### config.mk
export PLATFORM = sky130hd
export DESIGN_NAME = bypass_seq_ctrl
export DESIGN_NICKNAME = d
export VERILOG_FILES = /design/src/rtl/bypass_pkg.sv /design/src/rtl/bypass_seq_ctrl.sv
export SDC_FILE = /design/constraint.sdc
export NUM_CORES = 1
export LEC_CHECK = 0
export ABC_CLOCK_PERIOD_IN_PS = 1800
export CORE_MARGIN = 2
export CORE_UTILIZATION = 41
export DETAILED_ROUTE_END_ITERATION = 10
export PLACE_DENSITY = 0.78
export SYNTH_ARGS = -nofsm -noshare
export SYNTH_HDL_FRONTEND = slang
export SYNTH_SLANG_ARGS = --single-unit
### constraint.sdc
create_clock -name clk -period 1.8 [get_ports clk]
set_input_delay 0.36 -clock clk [delete_from_list [all_inputs] [get_ports clk]]
set_output_delay 0.36 -clock clk [all_outputs]
set_load 0.01 [all_outputs]
### src/rtl/bypass_pkg.sv
// Shared definitions for the move-class bypass sequencer: op/select
// encoding, FSM state type and the destination-file helper.
package bypass_pkg;

  // op_type and bypass_sel share one encoding.
  localparam logic [1:0] BYP_NONE = 2'b00;
  localparam logic [1:0] BYP_LUI  = 2'b01;
  localparam logic [1:0] BYP_MVWX = 2'b10;
  localparam logic [1:0] BYP_MVXW = 2'b11;

  typedef enum logic [1:0] {
    ST_IDLE = 2'b00,
    ST_READ = 2'b01,
    ST_CAPT = 2'b10,
    ST_WB   = 2'b11
  } state_t;

  // lui and mv.x.w write the int file; mv.w.x writes the fp file.
  function automatic logic dst_is_int(input logic [1:0] op);
    return (op == BYP_LUI) || (op == BYP_MVXW);
  endfunction

endpackage

### src/rtl/bypass_seq_ctrl.sv
// Bypass datapath sequencer for lui, mv.w.x and mv.x.w.
// Flow: accept -> (READ for mv) -> CAPT -> WB, sharing the regfile write
// ports with the ALU, which always wins unless the starvation guard fires.
// Optional build macro: BYPASS_STARVE_GUARD_EN (bounded WB stalls).
//
// Handshake: an op transfers on a cycle where op_valid && op_ready are both
// high; op_ready is high only in IDLE with no flush, and the op fields must
// be stable while op_valid is high.
import bypass_pkg::*;

module bypass_seq_ctrl #(
  parameter int DATA_W      = 32,
  parameter int ADDR_W      = 5,
  parameter int MAX_STALL   = 4,
  parameter int STALL_CNT_W = 3
) (
  input  logic              clk,
  input  logic              rst,
  input  logic              op_valid,
  output logic              op_ready,
  input  logic [1:0]        op_type,
  input  logic [ADDR_W-1:0] op_rd,
  input  logic [ADDR_W-1:0] op_rs1,
  input  logic [DATA_W-1:0] op_imm,
  input  logic              flush,
  output logic              int_rd_en,
  output logic              fp_rd_en,
  output logic [ADDR_W-1:0] rd_addr,
  output logic [1:0]        bypass_sel,
  output logic [DATA_W-1:0] imm_o,
  input  logic [DATA_W-1:0] bypass_result,
  input  logic              alu_int_wb_valid,
  input  logic              alu_fp_wb_valid,
  output logic              alu_wb_hold,
  output logic              int_wb_en,
  output logic              fp_wb_en,
  output logic [ADDR_W-1:0] wb_addr,
  output logic [DATA_W-1:0] wb_data,
  output logic              op_done,
  output logic              busy,
  output logic [1:0]        state_dbg
);

  // The stall counter must be able to hold MAX_STALL.
  if ((2 ** STALL_CNT_W) <= MAX_STALL) begin : g_bad_cfg
    $error("STALL_CNT_W too narrow for MAX_STALL");
  end

  state_t            state_q, state_d;
  logic [1:0]        type_q;
  logic [ADDR_W-1:0] rd_q;
  logic [ADDR_W-1:0] rs1_q;
  logic [DATA_W-1:0] imm_q;
  logic [DATA_W-1:0] result_q;
  logic              done_q;

  logic accept;
  logic dst_int;
  logic alu_conflict;
  logic force_grant;
  logic grant;

  assign accept       = op_valid && op_ready;
  assign dst_int      = dst_is_int(type_q);
  assign alu_conflict = dst_int ? alu_int_wb_valid : alu_fp_wb_valid;
  // Flush and reset both kill the write in the granting cycle.
  assign grant        = (state_q == ST_WB) && !flush && !rst &&
                        (!alu_conflict || force_grant);

`ifdef BYPASS_STARVE_GUARD_EN
  logic [STALL_CNT_W-1:0] stall_cnt_q;

  assign force_grant = (stall_cnt_q == STALL_CNT_W'(MAX_STALL));
  assign alu_wb_hold = (state_q == ST_WB) && force_grant && !flush && !rst;

  // Count consecutive WB stall cycles; any exit from WB clears the count.
  always_ff @(posedge clk) begin
    if (rst) begin
      stall_cnt_q <= '0;
    end else if ((state_q == ST_WB) && (state_d == ST_WB)) begin
      stall_cnt_q <= stall_cnt_q + 1'b1;
    end else begin
      stall_cnt_q <= '0;
    end
  end
`else
  assign force_grant = 1'b0;
  assign alu_wb_hold = 1'b0;
`endif

  // Next-state logic; flush sends any active state straight back to IDLE.
  always_comb begin
    state_d = state_q;
    case (state_q)
      ST_IDLE: begin
        if (accept && (op_type == BYP_LUI)) begin
          state_d = ST_CAPT;
        end else if (accept && (op_type != BYP_NONE)) begin
          state_d = ST_READ;
        end
      end
      ST_READ: state_d = ST_CAPT;
      ST_CAPT: state_d = ST_WB;
      ST_WB:   if (grant) state_d = ST_IDLE;
      default: state_d = ST_IDLE;
    endcase
    if (flush) begin
      state_d = ST_IDLE;
    end
  end

  // Per-state datapath controls; everything idles at zero outside its state.
  always_comb begin
    op_ready   = (state_q == ST_IDLE) && !flush;
    int_rd_en  = (state_q == ST_READ) && (type_q == BYP_MVWX) && !flush && !rst;
    fp_rd_en   = (state_q == ST_READ) && (type_q == BYP_MVXW) && !flush && !rst;
    rd_addr    = (state_q == ST_READ) ? rs1_q : '0;
    bypass_sel = (state_q == ST_CAPT) ? type_q : BYP_NONE;
    imm_o      = (state_q == ST_CAPT) ? imm_q : '0;
    int_wb_en  = grant && dst_int;
    fp_wb_en   = grant && !dst_int;
    wb_addr    = (state_q == ST_WB) ? rd_q : '0;
    wb_data    = (state_q == ST_WB) ? result_q : '0;
    op_done    = done_q;
    busy       = (state_q != ST_IDLE);
    state_dbg  = state_q;
  end

  // State, captured op fields, mux result and the completion pulse.
  always_ff @(posedge clk) begin
    if (rst) begin
      state_q  <= ST_IDLE;
      type_q   <= BYP_NONE;
      rd_q     <= '0;
      rs1_q    <= '0;
      imm_q    <= '0;
      result_q <= '0;
      done_q   <= 1'b0;
    end else begin
      state_q <= state_d;
      if (accept) begin
        type_q <= op_type;
        rd_q   <= op_rd;
        rs1_q  <= op_rs1;
        imm_q  <= op_imm;
      end
      if (state_q == ST_CAPT) begin
        result_q <= bypass_result;
      end
      done_q <= (accept && (op_type == BYP_NONE)) || grant;
    end
  end

endmodule
==> flow_summary.json <==
{
  "dp_cells": 688,
  "drtPass1Iterations": 4,
  "yosys.area.top_type": "dfxtp_1",
  "mostFrequentLayoutCell": "nand2_1",
  "vias": 3465,
  "path_cells": "ha_4 -> buf_6 -> buf_16 -> buf_12 -> and2_4 -> buf_6",
  "pre_cts_ws_ns": -0.4056,
  "required_ns": 1.44,
  "grt.overflow.total": 0,
  "maxSlewHeadroom": 0.4491,
  "fin_ws_ns": -0.07372,
  "place_congestion": 0.7794,
  "grt_pass1_wl_um": 16510,
  "maxSlewViolCount": 0,
  "period_needed_ns": 1.874,
  "setup_viol": 30,
  "ys_top_cells_by_area": "dfxtp_1, and2_1, nand2_1",
  "final_area_um2": 6145,
  "areaGrowthSynthToFinish_pct": 76.59,
  "hold_buffers": 0,
  "htree_levels": 3,
  "fin_crit_sh": 1.041,
  "fin_skew_ns": 0.009198,
  "clock_path_buffers": 2,
  "crit_family": "buffers and inverters",
  "leakagePower_nw": 2.524,
  "p_per_area_nw_per_um2": 584.5,
  "clkSinkCount": 79,
  "grt_use_total": 0.2345,
  "register_area_um2": 1587,
  "clk_pin_slew_ns": 0.07,
  "rsz0062_at_grt": "yes",
  "core_area_um2": 8217,
  "fillers": 595,
  "cp_num_cells": 6,
  "hpwl_um": 7081,
  "netlist_instances": 420,
  "die-height_um": 96.13,
  "wl_per_cell_um": 15.20,
  "antenna_found_initial": 1,
  "nNetsFinal": 704,
  "max_clock_freq_mhz": 533.7,
  "multi_input_area_um2": 1959,
  "cp-end-kind": "output pin",
  "synth_cell_types": 23,
  "rows": 33,
  "ant_nets": 0,
  "clock_latency_ns": 0.34,
  "ys_seq_area_frac": 0.4545,
  "dieArea_um2": 9240,
  "io-pin-count": 168,
  "yosys_warnings": 0,
  "placed_area_um2": 5326,
  "crit_slowest_cell": "dfxtp_4",
  "initial_utilization": 0.4235,
  "numCtsBuffers": 9,
  "first_global_vias": 3379,
  "critPathKind": "reg -> out",
  "total_power_w": 0.003591,
  "die_width_um": 96.13,
  "finalHoldViolations": 0,
  "status": "finished with violations",
  "arrival_ns": 1.51,
  "crit_fanout": 4,
  "port_buffers": 166,
  "reg2regPathDepth": 11,
  "cap_violations": 0,
  "violations": "negative setup slack",
  "final_core_util": 0.7478,
  "grt_max_degree": 78,
  "cp_common_cell": "buf_6",
  "syn_area_per_cell_um2": 8.285,
  "synth_area_um2": 3480,
  "cts_tree": "done",
  "detail_route.drc_violations": 0,
  "synth_top_area_frac": 0.4545,
  "vias_per_cell": 4.766,
  "whs_path_depth": 2,
  "root_buffer": "clkbuf_8",
  "worst_pin_slew_ns": 0.8264,
  "dr.first_iter.drc_count": 112,
  "synth-seq-cells": 79,
  "slowest_delay_ns": 0.37,
  "layout_common_cells": "nand2_1, clkdlybuf4s50_1, dfxtp_1, buf_6, and2_4",
  "hold_class": "reg -> reg",
  "cp_num_buf_inv": 4,
  "critPathLaunchType": "flop",
  "finalNonFillerCells": 727,
  "syn_nets": 507,
  "ir_drop_uv": 422.9,
  "drive_gt1_frac": 0.3671,
  "wl_um": 11050
}
cells by family after synthesis:
family,count (synthesis),share of synthesized area
multiplexers,35,0.1007
other,1,0.001078
AO/OA/AOI/OAI,49,0.07983
flip-flops,79,0.4545
buffers and inverters,37,0.05429
AND/OR/NAND/NOR,214,0.2916
adder cells (fa/ha/maj),5,0.01798
worst reg2reg max path: stages (launching register included):
cell and delay, ns:
dfxtp_2 0.34, buf_6 0.13, inv_4 0.05, buf_4 0.11, ha_4 0.13, inv_2 0.04, buf_4 0.13, nor3_4 0.17
buf_6 0.15, buf_12 0.13, nand2_1 0.06, a21oi_1 0.14
Yosys cell counts, drive strengths merged:
| library cell | instances |
|---|---|
| o32ai | 1 |
| nand2 | 95 |
| ha | 5 |
| o32a | 1 |
| inv | 6 |
| nand3 | 2 |
| buf | 19 |
| mux2i | 35 |
| o31a | 1 |
| nand3b | 1 |
| conb | 1 |
| nor3 | 1 |
| and2 | 76 |
| nor2 | 39 |
| dfxtp | 79 |
| a21oi | 46 |
| clkbuf | 12 |
registers in the layout, summed over array words and instances, names as in the netlist:
signal / count
state_dbg: 2
result_q: 32
op_done: 1
type_q: 2
imm_q: 32
rs1_q: 5
rd_q: 5
routing by layer:
metal	wire, µm	part of all wire	vias to the layer above	GRT usage
met5	0	0	-	0
met1	4267	0.39	1591	0.2510
met2	5547	0.50	136	0.4300
li1	-	-	1724	-
met3	1056	0.096	14	0.08144
met4	179	0.016	0	0.07143
power by group:
group          total, W  switching, W  internal (W)
Clock           0.00131      0.000607      0.000708
Sequential      0.00183     0.0000289       0.00180
Combinational  0.000449      0.000185      0.000264
Total           0.00359      0.000821       0.00277
final cells by class:
class                           instances  area share
Clock buffer                           12     0.02525
Clock inverter                          3    0.006923
Timing Repair Buffer                  217      0.3649
Tap cell                              105     0.02138
Multi-Input combinational cell        304      0.3189
Sequential cell                        79      0.2582
Antenna cell                            1   0.0004072
Inverter                                6    0.004072
stage by stage:
| stage | hold WS, ns | setup TNS (ns) |
|---|---|---|
| after floorplan | 0.4317 | 0 |
| after global placement | 0.4378 | -10.23 |
| after detailed placement | 0.4436 | -13.10 |
| after CTS | 0.4479 | -2.681 |
| after global routing | 0.4758 | -3.811 |
| final | 0.4543 | -0.8382 |
worst paths after layout:
path | start | end | slack [ns]
hold / removal | rs1_q[4] | rs1_q[4] | 0.45
setup reg to reg | state_dbg[0] | imm_q[21] | 0.12
hold reg to reg | rs1_q[4] | rs1_q[4] | 0.45
setup / recovery | state_dbg[1] | wb_data[7] | -0.07
timing repair:
| action | CTS | global route |
|---|---|---|
| endpoints found under the setup margin | 107 | 120 |
| pin swaps | 13 | 20 |
| cloned | 6 | 1 |
| resized for setup | 429 | 67 |
| buffers inserted | 15 | 3 |
(Power assumes the default switching activity.)
